==> src/rtl/alu_pkg.sv <==
// rtl/alu_pkg.sv - shared op encodings, host FSM states and width for the ALU host sequencer
package alu_pkg;

    localparam int W = 8;

    typedef enum logic [1:0] {
        OP_ADD = 2'b00,
        OP_SUB = 2'b01,
        OP_MUL = 2'b10,
        OP_DIV = 2'b11
    } alu_op_e;

    typedef enum logic [3:0] {
        ST_IDLE,
        ST_START,
        ST_GAP,
        ST_LD0,
        ST_LD1,
        ST_LD2,
        ST_WAIT,
        ST_ALU_CLR,
        ST_RESP
    } host_state_e;

    function automatic logic op_is_addsub(alu_op_e op);
        return (op == OP_ADD) || (op == OP_SUB);
    endfunction

endpackage

==> src/rtl/alu_host_seq_if.sv <==
// rtl/alu_host_seq_if.sv - request/response handshakes and ALU bus of the host sequencer
interface alu_host_seq_if #(parameter int W = alu_pkg::W);

    logic         req_valid;
    logic         req_ready;
    logic [1:0]   req_op;
    logic [W-1:0] req_w0;
    logic [W-1:0] req_w1;
    logic [W-1:0] req_w2;
    logic         rsp_valid;
    logic         rsp_ready;
    logic [W-1:0] rsp_hi;
    logic [W-1:0] rsp_lo;
    logic         rsp_err;
    logic [1:0]   alu_op;
    logic [W-1:0] alu_inbus;
    logic         alu_begin;
    logic         alu_rst;
    logic [W-1:0] alu_outbus;
    logic         alu_c7;
    logic         alu_c8;

    // slave is the sequencer itself; master is the datapath master plus the ALU instance
    modport slave (
        input  req_valid, req_op, req_w0, req_w1, req_w2, rsp_ready,
        input  alu_outbus, alu_c7, alu_c8,
        output req_ready, rsp_valid, rsp_hi, rsp_lo, rsp_err,
        output alu_op, alu_inbus, alu_begin, alu_rst
    );

    modport master (
        output req_valid, req_op, req_w0, req_w1, req_w2, rsp_ready,
        output alu_outbus, alu_c7, alu_c8,
        input  req_ready, rsp_valid, rsp_hi, rsp_lo, rsp_err,
        input  alu_op, alu_inbus, alu_begin, alu_rst
    );

endinterface

==> src/rtl/alu_host_resp.sv <==
// rtl/alu_host_resp.sv - result capture registers with op-dependent hi/lo mapping
module alu_host_resp
    import alu_pkg::*;
#(
    parameter int W = alu_pkg::W
) (
    input  logic         clk,
    input  logic         rst_n,
    input  logic         clr,
    input  logic         cap_a,
    input  logic         cap_q,
    input  logic         abort,
    input  alu_op_e      op,
    input  logic [W-1:0] outbus,
    output logic [W-1:0] hi,
    output logic [W-1:0] lo,
    output logic         err
);

    logic [W-1:0] hi_q, hi_d;
    logic [W-1:0] lo_q, lo_d;
    logic         err_q, err_d;

    // add/sub leave their result in A, so A lands in lo and hi stays zero
    always_comb begin
        hi_d  = hi_q;
        lo_d  = lo_q;
        err_d = err_q;
        if (clr || abort) begin
            hi_d  = '0;
            lo_d  = '0;
            err_d = abort;
        end else begin
            if (cap_a) begin
                if (op_is_addsub(op)) lo_d = outbus;
                else                  hi_d = outbus;
            end
            if (cap_q && !op_is_addsub(op)) lo_d = outbus;
        end
    end

    always_ff @(posedge clk) begin
        if (!rst_n) begin
            hi_q  <= '0;
            lo_q  <= '0;
            err_q <= 1'b0;
        end else begin
            hi_q  <= hi_d;
            lo_q  <= lo_d;
            err_q <= err_d;
        end
    end

    assign hi  = hi_q;
    assign lo  = lo_q;
    assign err = err_q;

endmodule

==> src/rtl/alu_host_seq.sv <==
// rtl/alu_host_seq.sv - host sequencer that loads operands onto the shared-bus ALU and returns results
module alu_host_seq
    import alu_pkg::*;
#(
    parameter int W           = alu_pkg::W,
    parameter int BGN_TO_W0   = 1,
    parameter int TIMEOUT_CYC = 64
) (
    input  logic           CLK,
    input  logic           RST_N,
    alu_host_seq_if.slave  bus
);

    localparam int CNT_W = $clog2(TIMEOUT_CYC + 1);

    host_state_e  state_q, state_d;
    logic [CNT_W-1:0] cnt_q, cnt_d;
    alu_op_e      op_q, op_d;
    logic [W-1:0] w0_q, w0_d, w1_q, w1_d, w2_q, w2_d;
    logic [W-1:0] inbus_q, inbus_d;
    logic         req_ready_q, req_ready_d;
    logic         begin_q, begin_d;
    logic         alu_rst_q, alu_rst_d;
    logic         rsp_valid_q, rsp_valid_d;
    logic         clr, cap_a, cap_q, abort;

    always_comb begin
        state_d = state_q;
        cnt_d   = cnt_q;
        op_d    = op_q;
        w0_d    = w0_q;
        w1_d    = w1_q;
        w2_d    = w2_q;
        clr     = 1'b0;
        cap_a   = 1'b0;
        cap_q   = 1'b0;
        abort   = 1'b0;
        unique case (state_q)
            ST_IDLE: if (bus.req_valid && req_ready_q) begin
                op_d    = alu_op_e'(bus.req_op);
                w0_d    = bus.req_w0;
                w1_d    = bus.req_w1;
                w2_d    = bus.req_w2;
                clr     = 1'b1;
                state_d = ST_START;
            end
            ST_START: begin
                cnt_d   = '0;
                state_d = (BGN_TO_W0 > 1) ? ST_GAP : ST_LD0;
            end
            ST_GAP: begin
                cnt_d = cnt_q + 1'b1;
                if (cnt_q == CNT_W'(BGN_TO_W0 - 2)) state_d = ST_LD0;
            end
            ST_LD0: state_d = ST_LD1;
            ST_LD1: state_d = ST_LD2;
            ST_LD2: begin
                cnt_d   = '0;
                state_d = ST_WAIT;
            end
            // c8 wins over a timeout landing in the same cycle
            ST_WAIT: begin
                cap_a = bus.alu_c7;
                if (bus.alu_c8) begin
                    cap_q   = 1'b1;
                    state_d = ST_ALU_CLR;
                end else if (CNT_W'(cnt_q + 1'b1) == CNT_W'(TIMEOUT_CYC)) begin
                    abort   = 1'b1;
                    state_d = ST_ALU_CLR;
                end
                if (cnt_q != CNT_W'(TIMEOUT_CYC)) cnt_d = cnt_q + 1'b1;
            end
            ST_ALU_CLR: state_d = ST_RESP;
            ST_RESP: if (rsp_valid_q && bus.rsp_ready) state_d = ST_IDLE;
            default: state_d = ST_IDLE;
        endcase

        req_ready_d = (state_d == ST_IDLE);
        begin_d     = (state_d == ST_START);
        alu_rst_d   = (state_d == ST_ALU_CLR);
        rsp_valid_d = (state_d == ST_RESP);
        unique case (state_d)
            ST_LD0:  inbus_d = (op_q == OP_MUL) ? '0 : w0_q;
            ST_LD1:  inbus_d = op_is_addsub(op_q) ? '0 : w1_q;
            ST_LD2:  inbus_d = w2_q;
            default: inbus_d = '0;
        endcase
    end

    always_ff @(posedge CLK) begin
        if (!RST_N) begin
            state_q     <= ST_IDLE;
            cnt_q       <= '0;
            op_q        <= OP_ADD;
            w0_q        <= '0;
            w1_q        <= '0;
            w2_q        <= '0;
            inbus_q     <= '0;
            req_ready_q <= 1'b0;
            begin_q     <= 1'b0;
            alu_rst_q   <= 1'b1;
            rsp_valid_q <= 1'b0;
        end else begin
            state_q     <= state_d;
            cnt_q       <= cnt_d;
            op_q        <= op_d;
            w0_q        <= w0_d;
            w1_q        <= w1_d;
            w2_q        <= w2_d;
            inbus_q     <= inbus_d;
            req_ready_q <= req_ready_d;
            begin_q     <= begin_d;
            alu_rst_q   <= alu_rst_d;
            rsp_valid_q <= rsp_valid_d;
        end
    end

    alu_host_resp #(.W(W)) u_resp (
        .clk    (CLK),
        .rst_n  (RST_N),
        .clr    (clr),
        .cap_a  (cap_a),
        .cap_q  (cap_q),
        .abort  (abort),
        .op     (op_q),
        .outbus (bus.alu_outbus),
        .hi     (bus.rsp_hi),
        .lo     (bus.rsp_lo),
        .err    (bus.rsp_err)
    );

    assign bus.req_ready = req_ready_q;
    assign bus.rsp_valid = rsp_valid_q;
    assign bus.alu_op    = op_q;
    assign bus.alu_inbus = inbus_q;
    assign bus.alu_begin = begin_q;
    assign bus.alu_rst   = alu_rst_q;

endmodule
==> src/flat_wrapper.sv <==
// flat-port wrapper written by rule: the top's interface ports become plain ports
module alu_host_seq_flat import alu_pkg::*;
#(
    parameter int W           = alu_pkg::W,
    parameter int BGN_TO_W0   = 1,
    parameter int TIMEOUT_CYC = 64
)
  (CLK, RST_N, bus_req_valid, bus_req_op, bus_req_w0, bus_req_w1, bus_req_w2, bus_rsp_ready, bus_alu_outbus, bus_alu_c7, bus_alu_c8, bus_req_ready, bus_rsp_valid, bus_rsp_hi, bus_rsp_lo, bus_rsp_err, bus_alu_op, bus_alu_inbus, bus_alu_begin, bus_alu_rst);
  alu_host_seq_if #(.W(W)) bus_i ();
  input  logic CLK;
  input  logic RST_N;
  input wire logic [$bits(bus_i.req_valid)-1:0] bus_req_valid;
  input wire logic [$bits(bus_i.req_op)-1:0] bus_req_op;
  input wire logic [$bits(bus_i.req_w0)-1:0] bus_req_w0;
  input wire logic [$bits(bus_i.req_w1)-1:0] bus_req_w1;
  input wire logic [$bits(bus_i.req_w2)-1:0] bus_req_w2;
  input wire logic [$bits(bus_i.rsp_ready)-1:0] bus_rsp_ready;
  input wire logic [$bits(bus_i.alu_outbus)-1:0] bus_alu_outbus;
  input wire logic [$bits(bus_i.alu_c7)-1:0] bus_alu_c7;
  input wire logic [$bits(bus_i.alu_c8)-1:0] bus_alu_c8;
  output wire logic [$bits(bus_i.req_ready)-1:0] bus_req_ready;
  output wire logic [$bits(bus_i.rsp_valid)-1:0] bus_rsp_valid;
  output wire logic [$bits(bus_i.rsp_hi)-1:0] bus_rsp_hi;
  output wire logic [$bits(bus_i.rsp_lo)-1:0] bus_rsp_lo;
  output wire logic [$bits(bus_i.rsp_err)-1:0] bus_rsp_err;
  output wire logic [$bits(bus_i.alu_op)-1:0] bus_alu_op;
  output wire logic [$bits(bus_i.alu_inbus)-1:0] bus_alu_inbus;
  output wire logic [$bits(bus_i.alu_begin)-1:0] bus_alu_begin;
  output wire logic [$bits(bus_i.alu_rst)-1:0] bus_alu_rst;
  assign bus_i.req_valid = bus_req_valid;
  assign bus_i.req_op = bus_req_op;
  assign bus_i.req_w0 = bus_req_w0;
  assign bus_i.req_w1 = bus_req_w1;
  assign bus_i.req_w2 = bus_req_w2;
  assign bus_i.rsp_ready = bus_rsp_ready;
  assign bus_i.alu_outbus = bus_alu_outbus;
  assign bus_i.alu_c7 = bus_alu_c7;
  assign bus_i.alu_c8 = bus_alu_c8;
  assign bus_req_ready = bus_i.req_ready;
  assign bus_rsp_valid = bus_i.rsp_valid;
  assign bus_rsp_hi = bus_i.rsp_hi;
  assign bus_rsp_lo = bus_i.rsp_lo;
  assign bus_rsp_err = bus_i.rsp_err;
  assign bus_alu_op = bus_i.alu_op;
  assign bus_alu_inbus = bus_i.alu_inbus;
  assign bus_alu_begin = bus_i.alu_begin;
  assign bus_alu_rst = bus_i.alu_rst;
  alu_host_seq #(.W(W), .BGN_TO_W0(BGN_TO_W0), .TIMEOUT_CYC(TIMEOUT_CYC)) u_core (.CLK(CLK), .RST_N(RST_N), .bus(bus_i));
endmodule
==> config.mk <==
export PLATFORM = sky130hd
export DESIGN_NAME = alu_host_seq_flat
export DESIGN_NICKNAME = d
export VERILOG_FILES = /design/src/rtl/alu_pkg.sv /design/src/rtl/alu_host_seq_if.sv /design/src/rtl/alu_host_resp.sv /design/src/rtl/alu_host_seq.sv /design/src/flat_wrapper.sv
export SDC_FILE = /design/constraint.sdc
export NUM_CORES = 1
export LEC_CHECK = 0
export CAP_MARGIN = 30
export CORE_UTILIZATION = 30
export CTS_BUF_LIST = sky130_fd_sc_hd__clkbuf_8
export DETAILED_ROUTE_END_ITERATION = 8
export GPL_TIMING_DRIVEN = 0
export HOLD_SLACK_MARGIN = 0.05
export PLACE_DENSITY = 0.56
export REMOVE_ABC_BUFFERS = 1
export SLEW_MARGIN = 0
export SYNTH_ARGS = -nofsm -noshare
export SYNTH_HDL_FRONTEND = slang
export SYNTH_SLANG_ARGS = --single-unit
==> constraint.sdc <==
create_clock -name CLK -period 1.85 [get_ports CLK]
set_input_delay 0.4625 -clock CLK [delete_from_list [all_inputs] [get_ports CLK]]
set_output_delay 0.4625 -clock CLK [all_outputs]
set_load 0.01 [all_outputs]
# Word-level counts from Yosys, hierarchy flattened

Index checks and enable logic that the tools add are counted.

Add/subtract/negate cells: 1
Multipliers: 0
Divide/modulo/power cells: 0
Magnitude comparators: 0
Equal/unequal tests: 20
Shift-type cells: 0
Multiplexer cells: 22
Bitwise operators: 2
Reduce and logical (&&, ||, !) cells: 18

Operators with widths:

| cell                                                                  | number |
|---|---|
| 8-bit 2-to-1 mux                                                      | 5 |
| 4-bit one-hot mux with 9 select lines                                 | 1 |
| 4-bit by 3-bit equality test with 1-bit output, second input constant | 7 |
| 8-bit one-hot mux with 3 select lines                                 | 1 |
| 7-bit one-hot mux with 3 select lines                                 | 1 |
| 4-bit 2-to-1 mux                                                      | 5 |
| 7-bit equality test, second input constant                            | 2 |
| 4-bit by 2-bit equality test with 1-bit output, second input constant | 3 |
| 4-bit by 1-bit equality test with 1-bit output, second input constant | 2 |
| 4-bit equality test, second input constant                            | 2 |
| 4-bit zero test                                                       | 2 |
| 1-bit 2-to-1 mux                                                      | 8 |
| 2-bit AND reduction                                                   | 4 |
| 7-bit by 1-bit adder with 7-bit output, second input constant         | 1 |
| 7-bit 2-to-1 mux                                                      | 1 |
| 7-bit inequality test, second input constant                          | 1 |
| 2-bit nonzero test                                                    | 2 |
| 2-bit OR reduction                                                    | 2 |
| 1-bit logical AND                                                     | 3 |
| 3-bit nonzero test                                                    | 1 |
| 2-bit by 1-bit equality test with 1-bit output, second input constant | 1 |
| 2-bit equality test, second input constant                            | 1 |
| 2-bit zero test                                                       | 1 |
| 1-bit logical OR                                                      | 2 |
| 3 further kinds                                                       | 4 |

Flip-flop bits (word level): 66
Bits in latches: 0
Memory bits (writable): 0
ROM bits: 0
Bits of input ports: 40
Output and inout bits: 31
Logic and storage cells: 77
Memories kept: 0

# Longest topological paths before layout

Gate-level depths: netlist of run 1.

Depth in word-level cells: 7
Mapped depth: 7
Gate-level depth less buffers: 6

# Modules after synthesis

From an unflattened synthesis of run 1, not the netlist that was laid out.

Cell total of the unflattened synthesis: 348
Area total of the unflattened synthesis: 3163.0 um2

Modules (own cells, without submodules):

| module        | instances | cells an instance | area each (um2) | sequential area each (um2) |
|---|---|---|---|---|
| alu_host_seq  | 1         | 271               | 2323.5          | 980.9 |
| alu_host_resp | 1         | 77                | 839.6           | 340.3 |

# Least setup slack after synthesis of run 1

Ideal clock, no wire load.

Path type: register to register
Start: reg u_core.cnt_q[0]
End: reg u_core.u_resp.hi_q[2], in the netlist u_core.u_resp.hi[2]
Setup time: 0.121 ns
Arrival: 1.553 ns
Path slack: 0.176 ns
Cell stages (with the launch flop): 7
Buffers on the path: 1
Path through: dfxtp_1 ha_1 nand3_1 mux2_2 nor3_4 buf_6 nor3_1

Cells in the longest elaborated chain, start to end: 7

RTL lines:

| what                                   | line                | source |
|---|---|---|
| start: declaration                     | alu_host_seq.sv:17  | `logic [CNT_W-1:0] cnt_q, cnt_d;` |
| start signal: assignment               | alu_host_seq.sv:105 | `cnt_q <= cnt_d;` |
| 7-bit by 1-bit adder with 7-bit output | alu_host_seq.sv:67  | `end else if (CNT_W'(cnt_q + 1'b1) == CNT_W'(TIMEOUT_CYC)) begin` |
| 7-bit equality test                    | alu_host_seq.sv:67  |  |
| 1-bit 2-to-1 mux                       | alu_host_seq.sv:67  |  |
| 1-bit 2-to-1 mux                       | alu_host_seq.sv:64  | `if (bus.alu_c8) begin` |
| 1-bit 2-to-1 mux                       | alu_host_seq.sv:38  | `unique case (state_q)` |
| 1-bit logical OR                       | alu_host_resp.sv:29 | `if (clr \|\| abort) begin` |
| 2-bit OR reduction (no line)           | n/a                 |  |
| end signal: assignment                 | alu_host_resp.sv:48 | `hi_q <= hi_d;` |
| end: declaration                       | alu_host_resp.sv:20 | `logic [W-1:0] hi_q, hi_d;` |

Every way passes these cells.
A chain may end at the register's enable or synchronous reset.

# Worst setup path in the final report of run 1

Start: reg u_core.cnt_q[1]
End: reg u_core.alu_rst_q, in the netlist u_core.bus.alu_rst

Cells in the longest elaborated chain, start to end: 6
Elaborated cells between the ends (all ways): 8
Classes of those cells: add/sub: 1; eq/ne: 3; mux: 4

RTL lines:

| what                                             | line                | source |
|---|---|---|
| 7-bit by 1-bit adder with 7-bit output           | alu_host_seq.sv:67  |  |
| 7-bit equality test                              | alu_host_seq.sv:67  |  |
| 4-bit 2-to-1 mux                                 | alu_host_seq.sv:67  |  |
| 4-bit 2-to-1 mux                                 | alu_host_seq.sv:64  |  |
| 4-bit one-hot mux with 9 select lines *          | alu_host_seq.sv:38  |  |
| 4-bit by 3-bit equality test with 1-bit output * | alu_host_seq.sv:80  | `alu_rst_d = (state_d == ST_ALU_CLR);` |
| end signal: assignment                           | alu_host_seq.sv:113 | `alu_rst_q <= alu_rst_d;` |
| end: declaration                                 | alu_host_seq.sv:23  | `logic alu_rst_q, alu_rst_d;` |

Mark *: on every way between the ends. The rest lies on a longest branch, timed or not.

==> qor.txt, run 1 <==
Synth Area in Simple Gates = 22.4%
ANT nets after route = 0
EDFF count, synth = 0
Initial DRC count = 69
Total power = 0.00344 W
Clk_skew = 5.76 ps
Initial antenna violation count = 0
Hold WC Path Type = reg -> reg
CP Cell Sequence = ha_4, nand3_1, mux2_2, or2_2, a31oi_1
Max clock buf depth = 2
Reg2reg setup slack = 90 ps
Hold Slack = 449 ps
Slowest cell on the critical path = dfxtp_1
Clk_lat worst skew = 340 ps
Hold buffer count at cts = 0
Die span in x = 98.5 um
Adder-Cell Fraction of Synth Area = 0.896%
Post-synthesis compound-gate area fraction = 16.8%
Seq cells post-synth = 66
Crit path max fanout = 6
Top cells by area, synth = dfxtp_1, nand2_1, mux2i_1
Final Wtd Congestion = 0.747
Starting Density = 31.5%
Global-route usage over all layers = 16.0%
Largest net degree at the start of global routing = 31
Total CTS buffers = 9
Synth top area share = 47.3%
Main combinational cell family by area after synthesis = simple AND/OR/NAND/NOR gates
Dominant cell type by area after synthesis = dfxtp_1
Worst IR Drop VDD = 0.000388 V
Cells after synthesis = 324
# clock sinks = 66
Dpl hpwl = 4910 um
Setup Crit Path Kind = reg -> reg
Worst slew margin = 36.6%
First-pass GRT wire length = 12300 um
Residual DRC = 1
Crit path time final = 1760 ps
Register area share after synthesis = 47.3%
Vias in the first global route = 2570
PD cells = 879 nW/um^2
Vias per cell = 5.06
Final setup violation count = 0
Nets@finish = 434
Avg WL per Cell = 14.5 um
Multiplexer area fraction after synthesis = 7.44%
Distinct cell type count after synthesis = 50
# rows = 34
Violated checks = DRC
Vias post-DR = 2557
Synth Area per Inst = 8.62 um^2
Startpoint class of the critical path = flip-flop
Fmax = 0.568 GHz
Crit path DAT = 2020 ps
Lkg Pwr = 1.39 nW
Ys Warns = 0
Die area = 9690 um^2
Maxcap violations = 0
Routed WL = 7340 um
Final critical-path share of the clock period = 95.2%
CTS root buf = clkbuf_8
CP Capture Type = flip-flop
Status = complete, but fails checks
RSZ-0062 raised after global routing = no
DR pass1 iterations = 6
CTS clk-pin slew, worst paths = 70 ps
Post-synth design cell area = 2790 um^2
Critical Path Start = u_core.cnt_q[1]
Syn-to-layout area delta = 40.3%
CTS tree = built
H-tree level count = 3
Placed cells = 484
CP peak stage delay = 430 ps
Ant. Diodes = 0
Async SR Flop Fraction = 0%
Final hold vios = 0
CP Data Required Time = 2110 ps
Synth Area in XOR/XNOR = 0%
Worst Hold Launch = u_core.w1_q[6]
Worst-margin pin slew = 950 ps
Hold Crit Depth = 2
Port Buffer Count = 70
Die H = 98.5 um
Count of pins over their slew limit = 0
Grt ovf = 0
R2R Path Start = u_core.cnt_q[1]
I/O pin cnt = 71
Share of cells above drive strength 1 = 11.3%
FF-to-FF path depth = 5
Synth Flop Type = dfxtp_1
Post-route insts no fill = 505
Core box area = 8850 um^2
-- synthesized netlist by cell type (2+ instances only) --
cell type  count
dfxtp_1       66
nand2_1       66
a21oi_1       28
nor3_1        18
mux2i_1       17
inv_1         14
clkbuf_1      11
o22ai_1       11
nand3_1        9
a32oi_1        8
buf_2          7
nor2_1         7
o21ai_0        7
nand4_1        5
and3_1         3
nand2b_1       3
o211ai_1       3
a211oi_1       2
a21boi_0       2
and2_1         2
ha_1           2
mux2_2         2
nand3b_1       2
nor2b_1        2
or3_1          2
-- worst max-delay path, delay by kind of cell, from the launching register on --
family / cells / cell delay, ps
adder cells (fa/ha/maj): 1 / 200
AO/OA/AOI/OAI: 1 / 190
AND/OR/NAND/NOR: 2 / 510
multiplexers: 1 / 360
flip-flops: 1 / 430
-- layout make-up --
cell class | count | area [um^2]
Clock inverter | 6 | 88.8
Fill cell | 883 | 4930
Clock buffer | 10 | 138
Inverter | 14 | 52.6
Timing Repair Buffer | 77 | 783
Sequential cell | 66 | 1330
Multi-Input combinational cell | 224 | 1390
Tap cell | 108 | 135
-- worst paths after layout --
path / to
hold / removal: u_core.bus.alu_inbus[6]
setup reg to reg: u_core.bus.alu_rst
setup / recovery: u_core.bus.alu_rst
hold reg to reg: u_core.bus.alu_inbus[6]
-- stage by stage --
stage / setup WS, ps / setup TNS, ps / cell area, um^2 / util [%]
6_report: 89.1 / 0 / 3920 / 44.2
2_1_floorplan: -173 / -2760 / 2700 / -
3_5_place_dp: -804 / -36400 / 3560 / 40.2
3_3_place_gp: -1320 / -49590 / 3540 / 40.0
5_1_grt: 10.7 / 0 / 3920 / 44.2
4_1_cts: 20.9 / 0 / 3880 / 43.8
-- logic make-up after synthesis --
| family | after synthesis |
|---|---|
| buf+inv | 34 |
| simple gates | 129 |
| compound gates | 73 |
| fa+ha+maj | 2 |
| mux | 20 |
| flops | 66 |
-- registers in the layout, summed over array words and instances, names as in the netlist --
register and flops:
u_core.bus.alu_inbus 8, u_core.u_resp.hi 8, u_core.u_resp.lo 8, u_core.w0_q 8, u_core.w1_q 8, u_core.w2_q 8, u_core.cnt_q 7, u_core.state_q 4
u_core.bus.alu_op 2, u_core.bus.alu_begin 1, u_core.bus.alu_rst 1, u_core.bus.req_ready 1, u_core.bus.rsp_valid 1, u_core.u_resp.err 1
-- metal layers --
| layer | GRT usage (%) | wire [um] | share of wire, % |
|---|---|---|---|
| met1 | 20.4 | 3340 | 45 |
| met4 | 7.23 | 131 | 1.8 |
| met3 | 3.62 | 322 | 4.4 |
| met2 | 25.8 | 3550 | 48 |
| met5 | 0 | 0 | 0 |
-- power breakdown --
| part | total (W) | internal, W | switching [W] | leakage, nW |
|---|---|---|---|---|
| Clock | 0.00136 | 0.000797 | 0.000566 | 0.109 |
| Combinational | 0.000506 | 0.000230 | 0.000276 | 0.748 |
| Sequential | 0.00157 | 0.00150 | 0.0000724 | 0.536 |
| Total | 0.00344 | 0.00253 | 0.000914 | 1.39 |
-- placed cells by master, fill, tap and decap left out, types with 5 or more instances in the layout --
master and instances:
nor2_1 7, dfxtp_1 63, mux2i_1 17, nand2_1 65
clkdlybuf4s50_1 68, nand3_1 8, o22ai_1 11, nand4_1 5
nor3_1 18, clkbuf_8 10, a21oi_1 28, a32oi_1 8
o21ai_0 6, inv_1 14
-- timing repair --
action / in CTS / in global routing
gates cloned: 0 / 0
resized for setup: 15 / 5
endpoints found under the setup margin: 59 / 39
pin swaps: 3 / 0
setup buffers: 4 / 1
(Power assumes the default switching activity.)
==> run 2, diff against run 1 <==
- GPL_ROUTABILITY_DRIVEN: unset -> 1
==> results of run 2 <==
The final DEF is identical to that of run 1; final timing and power are the same.
